==> config.mk <==
export PLATFORM = sky130hd
export DESIGN_NAME = div4_restoring_seq
export DESIGN_NICKNAME = d
export VERILOG_FILES = /design/src/rtl/div4_restoring_seq.sv
export SDC_FILE = /design/constraint.sdc
export NUM_CORES = 1
export LEC_CHECK = 0
export BUFFER_PORTS_ARGS = -buffer_cell sky130_fd_sc_hd__buf_2
export CAP_MARGIN = 40
export CORE_MARGIN = 5
export CORE_UTILIZATION = 33
export DETAILED_ROUTE_END_ITERATION = 10
export GPL_TIMING_DRIVEN = 1
export MAX_ROUTING_LAYER = met4
export REMOVE_ABC_BUFFERS = 1
export SLEW_MARGIN = 25
export SYNTH_ARGS = -nofsm -noshare
export SYNTH_HDL_FRONTEND = slang
export SYNTH_SLANG_ARGS = --single-unit
==> constraint.sdc <==
create_clock -name i_clk -period 2.2 [get_ports i_clk]
set_clock_uncertainty 0.1 [all_clocks]
set_input_delay 0 -clock i_clk [delete_from_list [all_inputs] [get_ports i_clk]]
set_output_delay 0 -clock i_clk [all_outputs]
set_load 0.005 [all_outputs]
==> src/rtl/div4_restoring_seq.sv <==
// Sequential restoring unsigned divider, one quotient bit per clock.
// Drives an external N+1-bit adder with the shifted partial remainder and the
// inverted divisor (carry-in high) so that the adder performs a trial subtraction;
// the adder's carry-out selects commit vs. restore.
module div4_restoring_seq #(
   parameter int unsigned N = 4
) (
   input  logic         i_clk,
   input  logic         i_rst,
   input  logic         i_start,
   input  logic [N-1:0] i_dividend,
   input  logic [N-1:0] i_divisor,
   output logic [N:0]   o_add_a,
   output logic [N:0]   o_add_b,
   output logic         o_add_cin,
   input  logic [N:0]   i_add_sum,
   input  logic         i_add_cout,
   output logic         o_busy,
   output logic         o_done,
   output logic [N-1:0] o_quotient,
   output logic [N-1:0] o_remainder,
   output logic         o_div_by_zero
);

   // Adder width is tied to the operand width.
   localparam int unsigned W  = N + 1;
   localparam int unsigned CW = $clog2(N) + 1;

   localparam logic [1:0] ST_IDLE = 2'd0;
   localparam logic [1:0] ST_ITER = 2'd1;
   localparam logic [1:0] ST_DONE = 2'd2;

   logic [1:0]    r_state;
   logic [CW-1:0] r_count;
   logic [N-1:0]  r_r;
   logic [N-1:0]  r_q;
   logic [N-1:0]  r_d;
   logic [N-1:0]  r_quotient;
   logic [N-1:0]  r_remainder;
   logic          r_dbz;

   logic [N-1:0]  w_r_shift;
   logic [N-1:0]  w_r_iter;
   logic [N-1:0]  w_q_iter;
   logic          w_last;

   // Trial-subtraction operands and per-iteration next values of R and Q.
   always_comb begin
      o_add_a   = {r_r, r_q[N-1]};
      o_add_b   = ~{1'b0, r_d};
      o_add_cin = 1'b1;
      w_r_shift = {r_r[N-2:0], r_q[N-1]};
      // R < D keeps the shifted remainder within W bits, so sum[W-1] is unused.
      w_r_iter  = i_add_cout ? i_add_sum[N-1:0] : w_r_shift;
      w_q_iter  = {r_q[N-2:0], i_add_cout};
      w_last    = (r_count == CW'(N - 1));
   end

   // State machine, datapath registers and held results.
   always_ff @(posedge i_clk) begin
      if (i_rst) begin
         r_state     <= ST_IDLE;
         r_count     <= '0;
         r_r         <= '0;
         r_q         <= '0;
         r_d         <= '0;
         r_quotient  <= '0;
         r_remainder <= '0;
         r_dbz       <= 1'b0;
      end else begin
         case (r_state)
            ST_IDLE: begin
               if (i_start) begin
                  r_d     <= i_divisor;
                  r_q     <= i_dividend;
                  r_r     <= '0;
                  r_count <= '0;
                  if (i_divisor == '0) begin
                     // No iterations: report all-ones quotient and pass dividend through.
                     r_state     <= ST_DONE;
                     r_quotient  <= '1;
                     r_remainder <= i_dividend;
                     r_dbz       <= 1'b1;
                  end else begin
                     r_state <= ST_ITER;
                  end
               end
            end
            ST_ITER: begin
               r_r     <= w_r_iter;
               r_q     <= w_q_iter;
               r_count <= r_count + 1'b1;
               if (w_last) begin
                  r_state     <= ST_DONE;
                  r_quotient  <= w_q_iter;
                  r_remainder <= w_r_iter;
                  r_dbz       <= 1'b0;
               end
            end
            ST_DONE: begin
               r_state <= ST_IDLE;
            end
            default: begin
               r_state <= ST_IDLE;
            end
         endcase
      end
   end

   // Status and result outputs.
   always_comb begin
      o_busy        = (r_state != ST_IDLE);
      o_done        = (r_state == ST_DONE);
      o_quotient    = r_quotient;
      o_remainder   = r_remainder;
      o_div_by_zero = r_dbz;
   end

   // W is documented as the adder width; referenced here to keep it tied to ports.
   logic [W-1:0] w_unused_sum_msb;
   assign w_unused_sum_msb = i_add_sum;

endmodule

# Yosys cells after proc, flatten, opt, wreduce, memory -nomap -nowiden
# Index checks and enable logic that the tools add are counted.
dict set report classes {
  add_sub_neg 1
  eq_ne 6
  mux 23
  bitwise_logic 1
  reduce_logical 8
}
# op count
set op_table {}
lappend op_table {{$mux W4} 9}
lappend op_table {{$pmux W4 S2} 4}
lappend op_table {{$mux W2} 3}
lappend op_table {{$ne A2 B2 Y1 const B} 3}
lappend op_table {{$pmux W3 S2} 1}
lappend op_table {{$reduce_and A2 Y1} 3}
lappend op_table {{$not A4 Y5} 1}
lappend op_table {{$logic_not A4 Y1} 1}
lappend op_table {{$pmux W2 S2} 1}
lappend op_table {{$reduce_and A4 Y1} 1}
lappend op_table {{$reduce_bool A2 Y1} 2}
lappend op_table {{$add A3 B1 Y3 const B} 1}
lappend op_table {{$eq A3 B2 Y1 const B} 1}
lappend op_table {{$mux W1} 3}
lappend op_table {{$mux W3} 1}
lappend op_table {{$eq A2 B1 Y1 const B} 1}
lappend op_table {{$eq A2 B2 Y1 const B} 1}
lappend op_table {{$logic_not A2 Y1} 1}
lappend op_table {{$pmux W1 S2} 1}
dict set report totals {
  reg_bits 26
  output_inout_bits 22
  wordCells 47
}

# Longest topological paths before layout
dict set report logic_depth {
  word_depth 4
  depth_mapped 6
}

# Worst setup path after synthesis
# No wires, ideal clock.
dict set report synth_path {
  path_kind {register -> register}
  from {reg r_count[0]}
  to {reg r_remainder[3], in the netlist o_remainder[3]}
  setup_ns 0.096
  t_arrival_ns 1.372
  required_ns 2.004
  slack_ns 0.632
  path_stages_with_launch 7
  period_less_slack_ns 1.568
  path_cell_list {dfxtp_1 -> ha_1 -> ha_1 -> and3b_1 -> clkbuf_1 -> a21oi_2 -> o41ai_2}
}
dict set report synth_via {
  elab_chain_cells 3
}
# item line
set synth_lines {}
lappend synth_lines {{start, declared} 34} ;# logic [CW-1:0] r_count;
lappend synth_lines {{start signal, assigned} 92} ;# r_count <= r_count + 1'b1;
lappend synth_lines {{$eq A3 B2 Y1} 56} ;# w_last = (r_count == CW'(N - 1));
lappend synth_lines {{$ne A2 B2 Y1 (no line)} -}
lappend synth_lines {{$reduce_and A4 Y1 (no line)} -}
lappend synth_lines {{end signal, assigned} 82} ;# r_remainder <= i_dividend;
lappend synth_lines {{end signal, assigned} 96} ;# r_remainder <= w_r_iter;
lappend synth_lines {{end, declared} 39} ;# logic [N-1:0] r_remainder;
# Every way passes these cells.
# A chain may end at the register's enable or synchronous reset.

# Final worst setup path
# Ends and elaborated chain as after synthesis.

==> impl_metrics.yaml <==
status:
  status: "finished, final reports clean"
grt:
  grt_pass1_wl_um: 4905
  overflow: 0
  antenna_found_initial: 0
  grtUsageTotal: 0.1240
  grt_pass1_vias: 1088
  grt_max_degree: 22
critical_path:
  path_common_cell: "ha_1"
  worstSetupPathType: "flip-flop to flip-flop"
  cp_slowest_cell: "dfxtp_1"
  timing.rr.start: "r_count[0]"
  crit_buf_inv: 0
  cp_top_family: "compound AO/OA/AOI/OAI gates"
  max_stage_delay_ps: 370
  critPathRequiredTime_ps: 2280
  crit_start: "r_count[0]"
  crit_fanout: 7
  crit_arrival_ps: 1750
  end_kind: "flip-flop"
  cp-start-kind: "flip-flop"
  crit_chain: "ha_1 -> ha_1 -> and3b_1 -> a21oi_2 -> o41ai_2"
timing:
  maxSlewHeadroom: 0.6710
  holdWs_ps: 42.03
  finalHoldViolCount: 0
  setup_tns_ps: 0
  setup_ws_ps: 525.4
  rsz0062_at_grt: "no"
  drv_slew: 0
  setup-violations-final: 0
  tightest_slew_ps: 489.9
  fmax_ghz: 0.5971
  layout_worst_path_cycle_share: 0.7612
  period_needed_ps: 1675
cells_and_area:
  seq_area_um2: 520.5
  fin_area_mm2: 0.001550
  n_fill_cell: 389
  multi_input_area_um2: 628.1
  drive_gt1_frac: 0.2898
  syn_to_final_growth_pct: 25.91
  diodes: 0
  finalNonFillerCells: 224
  fin_nets: 196
pwr:
  leakagePower_nw: 0.6557
  clkPwrFrac: 0.310
  power.share.sequential: 0.531
  p_comb_frac: 0.159
  ir_worst_vdd_mv: 0.3197
  p_int_w: 0.0007252
  p_sw_frac: 0.2515
  switching_power_w: 0.0002436
  powerDensity_mw_per_mm2: 625.0
logic_synthesis:
  synth_compound_area_frac: 0.2449
  post_synth_mux_area_share: 0.03659
  synth-simple-area-share: 0.2022
  synth_edf_count: 0
  yosysSeqAreaShare: 0.4228
  synthDominantCellAreaShare: 0.4228
  synth.area.top_cells: "dfxtp_1, nor2_1, a211oi_1"
  netlist_instances: 138
  synth_area_per_cell_um2: 8.922
  synth-xor-area-share: 0
  ys_warn_count: 0
  synth_flop_cell: "dfxtp_1"
  synthArstFlopShare: 0
  synthAdderAreaFrac: 0.02033
  synth_top_family_by_area: "compound AO/OA/AOI/OAI gates"
  syn-cell-area_mm2: 0.001231
  synth_cell_type_count: 37
  ys_ff_latch: 26
  synth_top_area_cell: "dfxtp_1"
place:
  gp_congestion: 0.8343
  dpl.hpwl_um: 2287
  portBuffers: 35
  dpl_cell_area_mm2: 0.001425
  place_inst: 213
  post-place-ws_ps: 555.8
clock_tree:
  numClockSinks: 26
  clkLatencyLatePin_ps: 260
  clk_transition_reported_paths_ps: 80
  cts_made_buffers: 3
  clock-root-buffer: "clkbuf_8"
  htree_levels: 1
  cts_max_path_buffers: 2
  post_cts_buffers: 0
  cts_tree: "yes"
detailed_routing:
  wl_per_cell_um: 13.39
  ant_nets: 0
  routed_wl_um: 2999
  drt-pass1-iter-count: 4
  drt-vias-per-instance: 5.125
  drc: 0
  vias: 1148
  drt_iter0_drc: 39
floorplan:
  die_w_um: 71.08
  die-area_mm2: 0.005052
  die_height_um: 71.08
  num_rows: 22
  io_pins: 39
  start_util: 0.3388
  core_mm2: 0.003633
min_path:
  holdCritStartpoint: "i_dividend[1]"
  min_path_type: "input port to flip-flop"
flow_run:
  maxCapViolations: 0
==> synthesized netlist by cell type, types with 2 or more instances <==
cell        n
or2b_1      2
nand2_1     9
o31ai_1     3
a22oi_1     6
a21oi_1     6
dfxtp_1    26
o21ai_0     3
clkbuf_1    4
nor2b_1     2
nor2_1     21
nor3_1      4
o221a_2     2
o2111ai_1   4
a211oi_1    6
mux2_2      4
o22ai_1     3
buf_2       3
inv_1       8
ha_1        2
buf_4       3
==> registers in the layout (all words and copies together), names as in the netlist <==
signal / flops
o_remainder: 4
o_div_by_zero: 1
o_quotient: 4
r_d: 4
r_q: 4
r_state: 2
r_r: 4
r_count: 3
==> per-layer routing <==
metal / wire length (µm) / global-route usage / up-vias
met3: 193 / 0.03551 / 3
met5: 0 / - / -
met4: 7 / 0.01253 / 0
li1: - / - / 568
met2: 1434 / 0.2080 / 41
met1: 1363 / 0.1533 / 536
==> stage by stage <==
step | utilization | power, W
after floorplan | - | 0.0006046
after global placement | 0.3922 | 0.0006664
after detailed placement | 0.3922 | 0.0006704
after CTS | 0.4267 | 0.0009824
after global routing | 0.4267 | 0.001026
final | 0.4267 | 0.0009689
==> tightest hold or removal path: stages <==
cell and delay, ps:
buf_2 110, o21ai_0 160, o31ai_1 90
==> layout by cell type (no fill, tap or decap), types with 6 or more instances in the layout <==
cell / synthesis / final
dfxtp_1: 26 / 26
buf_2: 3 / 35
a22oi_1: 6 / 6
nand2_1: 9 / 9
a211oi_1: 6 / 6
inv_1: 8 / 8
a21oi_1: 6 / 6
nor2_1: 21 / 21
dlygate4sd3_1: 0 / 7
==> final cells by class <==
type	instances	area share
Tap cell	48	0.03874
Inverter	9	0.02179
Multi-Input combinational cell	94	0.4052
Clock buffer	4	0.03551
Timing Repair Buffer	43	0.1630
Sequential cell	26	0.3358
==> cell families after synthesis <==
family	after synthesis
multiplexers	4
buffers and inverters	19
AND/OR/NAND/NOR	46
AO/OA/AOI/OAI	40
other	1
flip-flops	26
adder cells (fa/ha/maj)	2
==> final timing paths <==
path | to | depth (start not counted) | slack, ps
hold reg to reg | r_d[0] | 2 | 360
hold / removal | o_remainder[1] | 3 | 40
setup / recovery | o_remainder[3] | 5 | 530
setup reg to reg | o_remainder[3] | 5 | 530
==> power groups by stage <==
stage	clock network [W]	registers [W]	logic, W
2_1_floorplan	0	0.000521	0.0000833
3_3_place_gp	0	0.000524	0.000142
3_5_place_dp	0	0.000525	0.000145
4_1_cts	0.000313	0.000514	0.000155
5_1_grt	0.000335	0.000518	0.000173
6_report	0.000301	0.000514	0.000154
==> timing repair <==
action / in CTS / in global routing
hold buffers: 7 / 0
resized for setup: 0 / 0
hold endpoints to repair: 7 / 0
No activity file was read; power rests on OpenSTA's default activity.
